File: src/rtl/hub75_scan_pkg.sv
// rtl/hub75_scan_pkg.sv - shared types and row-map helper for the HUB75 scan sequencer
package hub75_scan_pkg;

   typedef enum logic [2:0] {
      ST_IDLE,
      ST_LOAD,
      ST_WAIT_LOAD,
      ST_WAIT_BCM,
      ST_PAINT,
      ST_FEND
   } state_e;

   typedef enum logic [1:0] {
      MODE_LINEAR,
      MODE_ZIGZAG,
      MODE_INTERLACE
   } scan_mode_e;

   // Wide enough for any sensible row-address width; callers truncate.
   localparam int MAP_W = 16;

   // Scan index -> physical row. log_n is the live address width, so the
   // bit rotations below are expressed as shifts by constants.
   function automatic logic [MAP_W-1:0] row_map(input logic [MAP_W-1:0] idx,
                                                input int unsigned log_n,
                                                input scan_mode_e mode);
      logic [MAP_W-1:0] mask;
      mask = (MAP_W'(1) << log_n) - MAP_W'(1);
      case (mode)
         // {i[0], i[LOG-1:1]}: even rows first half, odd rows second half
         MODE_ZIGZAG:    row_map = (idx >> 1) | ((idx & MAP_W'(1)) << (log_n - 1));
         // {i[LOG-2:0], i[LOG-1]}: even rows, then odd rows
         MODE_INTERLACE: row_map = ((idx << 1) & mask) | ((idx >> (log_n - 1)) & MAP_W'(1));
         default:        row_map = idx;
      endcase
   endfunction

endpackage

File: src/rtl/hub75_scan_seq_if.sv
// rtl/hub75_scan_seq_if.sv - framebuffer and BCM handshake bundle of the scan sequencer
interface hub75_scan_seq_if #(
   parameter int LOG_N_ROWS = 5
);
   logic                  frame_swap;
   logic                  frame_rdy;
   logic                  fb_frame_swap;
   logic [LOG_N_ROWS-1:0] fb_row_addr;
   logic                  fb_row_load;
   logic                  fb_row_rdy;
   logic                  fb_row_swap;
   logic [LOG_N_ROWS-1:0] bcm_row;
   logic                  bcm_row_first;
   logic                  bcm_go;
   logic                  bcm_rdy;

   modport master (
      input  frame_swap, fb_row_rdy, bcm_rdy,
      output frame_rdy, fb_frame_swap, fb_row_addr, fb_row_load, fb_row_swap,
             bcm_row, bcm_row_first, bcm_go
   );

   modport slave (
      output frame_swap, fb_row_rdy, bcm_rdy,
      input  frame_rdy, fb_frame_swap, fb_row_addr, fb_row_load, fb_row_swap,
             bcm_row, bcm_row_first, bcm_go
   );
endinterface

File: src/rtl/hub75_scan_map.sv
// rtl/hub75_scan_map.sv - combinational scan index to physical row mapping
module hub75_scan_map
   import hub75_scan_pkg::*;
#(
   parameter int         LOG_N_ROWS = 5,
   parameter scan_mode_e MODE       = MODE_ZIGZAG
) (
   input  logic [LOG_N_ROWS-1:0] idx,
   output logic [LOG_N_ROWS-1:0] addr
);

   // Pure rewiring of the index bits for the selected scan order.
   always_comb begin
      addr = LOG_N_ROWS'(row_map(MAP_W'(idx), LOG_N_ROWS, MODE));
   end

endmodule

File: src/rtl/hub75_scan_seq.sv
// rtl/hub75_scan_seq.sv - row scan sequencer with frame-swap arbitration for HUB75
module hub75_scan_seq
   import hub75_scan_pkg::*;
#(
   parameter int    N_ROWS     = 32,
   parameter string SCAN_MODE  = "ZIGZAG",
   parameter int    REPEAT_W   = 8,
   parameter int    FCNT_W     = 16,
   parameter int    LOG_N_ROWS = $clog2(N_ROWS)
) (
   input  logic                  clk,
   input  logic                  rst,
   input  logic                  ctrl_run,
   input  logic [LOG_N_ROWS-1:0] cfg_row_last,
   input  logic [REPEAT_W-1:0]   cfg_frame_repeat,
   output logic                  scan_busy,
   output logic [FCNT_W-1:0]     frame_cnt,
   hub75_scan_seq_if.master      bus
);

   localparam scan_mode_e MODE = (SCAN_MODE == "LINEAR")    ? MODE_LINEAR :
                                 (SCAN_MODE == "INTERLACE") ? MODE_INTERLACE :
                                                              MODE_ZIGZAG;
   localparam logic [LOG_N_ROWS-1:0] ROW_MAX = LOG_N_ROWS'(N_ROWS - 1);
   localparam logic [REPEAT_W-1:0]   RC_MAX  = '1;

   state_e                state, state_next;
   logic                  pending, pending_next;
   logic                  swap_exec;
   logic [REPEAT_W-1:0]   rc, rc_next;
   logic [REPEAT_W:0]     rc_inc;
   logic [LOG_N_ROWS-1:0] idx, idx_next;
   logic [LOG_N_ROWS-1:0] row_last, row_last_next;
   logic [LOG_N_ROWS-1:0] last_idx;
   logic [LOG_N_ROWS-1:0] row_addr;
   logic [FCNT_W-1:0]     frame_cnt_next;

   // One shared index feeds both the load address and the paint address,
   // so the row loaded ahead is always the row painted next.
   hub75_scan_map #(
      .LOG_N_ROWS (LOG_N_ROWS),
      .MODE       (MODE)
   ) u_map (
      .idx  (idx),
      .addr (row_addr)
   );

   assign rc_inc   = {1'b0, rc} + (REPEAT_W + 1)'(1);
   assign last_idx = (MODE == MODE_LINEAR) ? row_last : ROW_MAX;

   assign pending_next      = (pending & ~swap_exec) | bus.frame_swap;
   assign bus.frame_rdy     = ~pending;
   assign bus.fb_frame_swap = swap_exec;
   assign scan_busy         = (state != ST_IDLE);

   // State and counter registers; reset aborts whatever is in flight.
   always_ff @(posedge clk) begin
      if (rst) begin
         state     <= ST_IDLE;
         pending   <= 1'b0;
         rc        <= '0;
         idx       <= '0;
         row_last  <= '0;
         frame_cnt <= '0;
      end else begin
         state     <= state_next;
         pending   <= pending_next;
         rc        <= rc_next;
         idx       <= idx_next;
         row_last  <= row_last_next;
         frame_cnt <= frame_cnt_next;
      end
   end

   // Next-state, counter updates and single-cycle strobes.
   always_comb begin
      state_next        = state;
      idx_next          = idx;
      rc_next           = rc;
      row_last_next     = row_last;
      frame_cnt_next    = frame_cnt;
      swap_exec         = 1'b0;
      bus.fb_row_load   = 1'b0;
      bus.fb_row_addr   = '0;
      bus.fb_row_swap   = 1'b0;
      bus.bcm_go        = 1'b0;
      bus.bcm_row       = '0;
      bus.bcm_row_first = 1'b0;

      case (state)
         ST_IDLE: begin
            // A pending swap wins over starting a frame; the scan starts
            // one cycle later if ctrl_run is still set.
            if (pending) begin
               swap_exec = 1'b1;
               rc_next   = '0;
            end else if (ctrl_run) begin
               idx_next      = '0;
               row_last_next = cfg_row_last;
               state_next    = ST_LOAD;
            end
         end
         ST_LOAD: begin
            bus.fb_row_load = 1'b1;
            bus.fb_row_addr = row_addr;
            state_next      = ST_WAIT_LOAD;
         end
         ST_WAIT_LOAD: begin
            // Skipping WAIT_BCM when the BCM is already idle keeps
            // PAINT-to-PAINT spacing at three cycles.
            if (bus.fb_row_rdy) begin
               state_next = bus.bcm_rdy ? ST_PAINT : ST_WAIT_BCM;
            end
         end
         ST_WAIT_BCM: begin
            if (bus.bcm_rdy) begin
               state_next = ST_PAINT;
            end
         end
         ST_PAINT: begin
            bus.fb_row_swap   = 1'b1;
            bus.bcm_go        = 1'b1;
            bus.bcm_row       = row_addr;
            bus.bcm_row_first = (idx == '0);
            if (idx != last_idx) begin
               idx_next   = idx + LOG_N_ROWS'(1);
               state_next = ST_LOAD;
            end else begin
               state_next = ST_FEND;
            end
         end
         ST_FEND: begin
            // Frame boundary: the only point mid-scan where a swap may fire,
            // and only once the BCM has finished the last row.
            if (bus.bcm_rdy) begin
               frame_cnt_next = frame_cnt + FCNT_W'(1);
               rc_next        = (rc == RC_MAX) ? rc : rc + REPEAT_W'(1);
               if (pending && (rc_inc >= {1'b0, cfg_frame_repeat})) begin
                  swap_exec = 1'b1;
                  rc_next   = '0;
               end
               if (ctrl_run) begin
                  idx_next      = '0;
                  row_last_next = cfg_row_last;
                  state_next    = ST_LOAD;
               end else begin
                  state_next = ST_IDLE;
               end
            end
         end
         default: begin
            state_next = ST_IDLE;
         end
      endcase
   end

endmodule

File: src/flat_wrapper.sv
// flat-port wrapper written by rule: the top's interface ports become plain ports
module hub75_scan_seq_flat import hub75_scan_pkg::*;
#(
   parameter int    N_ROWS     = 32,
   parameter string SCAN_MODE  = "      ",
   parameter int    REPEAT_W   = 8,
   parameter int    FCNT_W     = 16,
   parameter int    LOG_N_ROWS = $clog2(N_ROWS)
)
  (clk, rst, ctrl_run, cfg_row_last, cfg_frame_repeat, scan_busy, frame_cnt, bus_frame_swap, bus_fb_row_rdy, bus_bcm_rdy, bus_frame_rdy, bus_fb_frame_swap, bus_fb_row_addr, bus_fb_row_load, bus_fb_row_swap, bus_bcm_row, bus_bcm_row_first, bus_bcm_go);
  hub75_scan_seq_if #(.LOG_N_ROWS(LOG_N_ROWS)) bus_i ();
  input  logic clk;
  input  logic rst;
  input  logic ctrl_run;
  input  logic [LOG_N_ROWS-1:0] cfg_row_last;
  input  logic [REPEAT_W-1:0] cfg_frame_repeat;
  output logic scan_busy;
  output logic [FCNT_W-1:0] frame_cnt;
  input wire logic [$bits(bus_i.frame_swap)-1:0] bus_frame_swap;
  input wire logic [$bits(bus_i.fb_row_rdy)-1:0] bus_fb_row_rdy;
  input wire logic [$bits(bus_i.bcm_rdy)-1:0] bus_bcm_rdy;
  output wire logic [$bits(bus_i.frame_rdy)-1:0] bus_frame_rdy;
  output wire logic [$bits(bus_i.fb_frame_swap)-1:0] bus_fb_frame_swap;
  output wire logic [$bits(bus_i.fb_row_addr)-1:0] bus_fb_row_addr;
  output wire logic [$bits(bus_i.fb_row_load)-1:0] bus_fb_row_load;
  output wire logic [$bits(bus_i.fb_row_swap)-1:0] bus_fb_row_swap;
  output wire logic [$bits(bus_i.bcm_row)-1:0] bus_bcm_row;
  output wire logic [$bits(bus_i.bcm_row_first)-1:0] bus_bcm_row_first;
  output wire logic [$bits(bus_i.bcm_go)-1:0] bus_bcm_go;
  assign bus_i.frame_swap = bus_frame_swap;
  assign bus_i.fb_row_rdy = bus_fb_row_rdy;
  assign bus_i.bcm_rdy = bus_bcm_rdy;
  assign bus_frame_rdy = bus_i.frame_rdy;
  assign bus_fb_frame_swap = bus_i.fb_frame_swap;
  assign bus_fb_row_addr = bus_i.fb_row_addr;
  assign bus_fb_row_load = bus_i.fb_row_load;
  assign bus_fb_row_swap = bus_i.fb_row_swap;
  assign bus_bcm_row = bus_i.bcm_row;
  assign bus_bcm_row_first = bus_i.bcm_row_first;
  assign bus_bcm_go = bus_i.bcm_go;
  hub75_scan_seq #(.N_ROWS(N_ROWS), .SCAN_MODE(SCAN_MODE), .REPEAT_W(REPEAT_W), .FCNT_W(FCNT_W), .LOG_N_ROWS(LOG_N_ROWS)) u_core (.clk(clk), .rst(rst), .ctrl_run(ctrl_run), .cfg_row_last(cfg_row_last), .cfg_frame_repeat(cfg_frame_repeat), .scan_busy(scan_busy), .frame_cnt(frame_cnt), .bus(bus_i));
endmodule
File: config.mk
export PLATFORM = sky130hd
export DESIGN_NAME = hub75_scan_seq_flat
export DESIGN_NICKNAME = d
export VERILOG_FILES = /design/src/rtl/hub75_scan_pkg.sv /design/src/rtl/hub75_scan_seq_if.sv /design/src/rtl/hub75_scan_map.sv /design/src/rtl/hub75_scan_seq.sv /design/src/flat_wrapper.sv
export SDC_FILE = /design/constraint.sdc
export NUM_CORES = 1
export LEC_CHECK = 0
export CORE_MARGIN = 2
export CORE_UTILIZATION = 55
export CTS_BUF_LIST = sky130_fd_sc_hd__clkbuf_8
export DETAILED_ROUTE_END_ITERATION = 6
export PLACE_DENSITY_LB_ADDON = 0.3
export SYNTH_ARGS = -nofsm -noshare
export SYNTH_HDL_FRONTEND = slang
export SYNTH_SLANG_ARGS = --single-unit
File: constraint.sdc
create_clock -name clk -period 6.6 [get_ports clk]
set_clock_uncertainty 0.05 [all_clocks]
set_input_delay 0.99 -clock clk [delete_from_list [all_inputs] [get_ports clk]]
set_output_delay 0.99 -clock clk [all_outputs]
set_load 0.005 [all_outputs]
==> summary.md <==
| Metric | Value |
|---|---|
| Synth async-reset ratio | 0% |
| Highest Clock Rate | 217 MHz |
| Actual slew at the worst max-slew pin | 814 ps |
| Resize count post-CTS | 0 |
| Clock Path Buffers | 2 |
| Fill cell count | 306 |
| CORE AREA | 3630 sq um |
| # diodes | 0 |
| Main combinational cell family by area after synthesis | simple AND/OR/NAND/NOR gates |
| Status | finished clean |
| Post-Synth Adder-Cell Area | 7.84% |
| Largest net degree at the start of global routing | 38 |
| Die X | 65.4 um |
| Post-synth EDFFs | 0 |
| Worst IR Drop VDD | 0.152 mV |
| Port buffer count | 46 |
| Synth Flop Type | dfxtp_1 |
| Fin crit share | 69.7% |
| DP Wirelength | 3510 um |
| Power per cell area | 181 nW/um^2 |
| Sequential fraction of the synthesis area | 31.8% |
| Net Sw Frac | 22.3% |
| Initial antenna violation count | 0 |
| H-tree depth reported by CTS | 2 |
| Root Driver | clkbuf_8 |
| Syn. warnings | 0 |
| WL final | 4890 um |
| Internal Power | 0.375 mW |
| # setup viols final | 0 |
| DRC | 0 |
| Crit Path Class | flip-flop to output pin |
| # hold bufs at CTS | 0 |
| CP Max Fanout | 6 |
| Fin. Hold Viols | 0 |
| Post-Synthesis Cell Area | 2070 sq um |
| Psw | 0.108 mW |
| Final slew viol count | 0 |
| Lkg Pwr | 1.08 nW |
| GRT overflow | 0 |
| Gr usage total | 25.4% |
| Mapped Cells | 268 |
| Unique cell type count in the Yosys netlist | 48 |
| Final min period | 4600 ps |
| Area overhead of the layout relative to synthesis | 28.7% |
| Wire per inst | 13.7 um |
| Hold path cells | 2 |
| Layout cell share with drive strength beyond 1 | 3.56% |
| Hold Path Class | flip-flop to flip-flop |
| Clock group share of total power | 46.8% |
| ANT nets after route | 0 |
| First-pass DRT Iterations | 5 |
| Simple-gate share of the synthesized area | 31.0% |
| # Post-CTS Setup Buffers | 0 |
| Synth Register Bits | 33 |
| Die area | 4280 sq um |
| Row cnt | 22 |
| Crit end category | output pin |
| Worst endpoint required time | 5560 ps |
| Via count | 2,069 |
| Clock slew at reported path FFs | 70 ps |
| Max-cap violations | 0 |
| Reg power frac | 43.0% |
| Synthesized Nets | 300 |
| Clock latency on the worst-skew pair | 290 ps |
| Initial Util | 57.1% |
| WHS | 437 ps |
| RSZ-0062 raised after global routing | false |
| Setup TNS | 0 ps |
| R2R depth | 10 |
| Combinational Power Share | 10.3% |
| Area of the multi-input gates | 1280 sq um |
| Vias in the first global route | 1,851 |
| Die height | 65.4 um |
| Post-layout net count | 340 |
| Slew headroom | 45.2% |
| Avg Vias per Cell | 5.80 |
| Compound-cell area share of the yosys netlist | 12.9% |
| Mux cell area share after synthesis | 0.483% |
| Post-Synthesis Mean Instance Area | 7.74 sq um |
| First-pass GRT wire length | 8310 um |
| IO Pins | 52 |
| Register area | 661 sq um |
| Worst EP arrival | 3560 ps |
| Num CTS Buffers | 5 |
| XOR/XNOR Fraction of Synth Area | 9.29% |
| CTS tree | built |
| Final Wtd Congestion | 0.956 |
| Startpoint Class | flip-flop |
| CTS Sinks | 33 |
| Initial DRC Count | 178 |
cells by family after synthesis:
group / after synthesis
AOI/OAI and AO/OA: 43
buffers and inverters: 33
muxes: 1
adders and majority gates: 13
DFF: 33
xor gates and xnor gates: 22
and+or+nand+nor: 123
per-stage QoR:
stage | instances | total power [mW] | utilization [%] | cell area [sq um] | setup WS, ps
final | 357 | 0.482 | 73.5 | 2670 | 2000
after global routing | 357 | 0.503 | 73.5 | 2670 | 1840
after CTS | 357 | 0.488 | 73.5 | 2670 | 2040
after detailed placement | 349 | 0.260 | 69.8 | 2540 | 2040
after global placement | 349 | 0.259 | 69.8 | 2540 | 2150
after floorplan | 268 | 0.239 | - | 2070 | 3340
critical path, stage by stage (launching register included):
cell,delay [ps]
dfxtp_1,430
ha_1,320
nand2_1,90
nor2_1,240
xor2_1,170
ha_1,260
a21oi_1,190
o221ai_1,190
a211oi_1,680
o21a_1,210
nor2_1,40
clkdlybuf4s50_1,450
registers in the layout, summed over array words and instances, names as in the netlist:
name and flops:
u_core.pending 1, u_core.frame_cnt 16, u_core.rc 8, u_core.idx 5, u_core.state 3
power by group through the flow:
stage               clock [mW]  combinational, mW  sequential [mW]
global route             0.240             0.0542            0.208
CTS                      0.232             0.0492            0.207
detailed placement           0             0.0485            0.211
finish                   0.226             0.0495            0.207
floorplan                    0             0.0321            0.207
global placement             0             0.0476            0.211
synthesized netlist by cell type (2+ instances only):
| cell type | n | area (sq um) |
|---|---|---|
| dfxtp_1 | 33 | 661 |
| and2_1 | 6 | 37.5 |
| xnor2_1 | 5 | 43.8 |
| or3_1 | 2 | 12.5 |
| buf_2 | 2 | 10.0 |
| nor4_1 | 3 | 18.8 |
| nand3_1 | 16 | 80.1 |
| o22ai_1 | 3 | 18.8 |
| nand2_1 | 26 | 97.6 |
| nand2b_1 | 2 | 12.5 |
| nor4bb_1 | 2 | 20.0 |
| and3_1 | 10 | 62.6 |
| xor2_1 | 17 | 149 |
| inv_1 | 19 | 71.3 |
| and4_1 | 3 | 26.3 |
| nor3_1 | 6 | 30.0 |
| ha_1 | 13 | 163 |
| nand4b_1 | 2 | 17.5 |
| a31oi_1 | 2 | 12.5 |
| nor2_1 | 28 | 105 |
| or4_1 | 2 | 15.0 |
| a311oi_1 | 2 | 17.5 |
| clkbuf_1 | 9 | 33.8 |
| a22oi_1 | 2 | 15.0 |
| o21ai_0 | 8 | 40.0 |
| a21o_1 | 2 | 15.0 |
| nand4_1 | 7 | 43.8 |
| a21oi_1 | 16 | 80.1 |
layout make-up:
class	count	share of cell area (%)
clock buffer	5	2.58
clock inverter	3	2.44
inverter	19	2.67
multi-input combinational	202	47.8
sequential	33	24.7
tap	48	2.25
timing repair buffer	47	17.5
routing by layer:
layer	up-vias	global-route usage, %	wire length, um
li1	1017	-	-
met1	940	32.2	2000
met2	98	40.3	2350
met3	14	7.36	418
met4	0	10.7	117
met5	-	0	0
cells in the final DEF, fill, tap and decap left out, types with 3 or more instances in the layout:
| master | instances |
|---|---|
| inv_1 | 19 |
| nor3_1 | 6 |
| nor4_1 | 3 |
| o22ai_1 | 3 |
| xor2_1 | 17 |
| ha_1 | 13 |
| and3_1 | 10 |
| nor2_1 | 28 |
| clkdlybuf4s50_1 | 46 |
| o21ai_0 | 8 |
| nand3_1 | 16 |
| a21oi_1 | 16 |
| and2_1 | 6 |
| dfxtp_1 | 33 |
| nand2_1 | 26 |
| clkbuf_8 | 5 |
| nand4_1 | 7 |
| xnor2_1 | 5 |
| and4_1 | 3 |
final timing paths:
path / slack (ps) / start / endpoint
setup / recovery: 2000 / u_core.rc[0] / bus_fb_frame_swap
setup reg to reg: 3610 / u_core.rc[0] / u_core.pending
hold / removal: 440 / u_core.rc[7] / u_core.rc[7]
hold reg to reg: 440 / u_core.rc[7] / u_core.rc[7]
(Power assumes the default switching activity.)
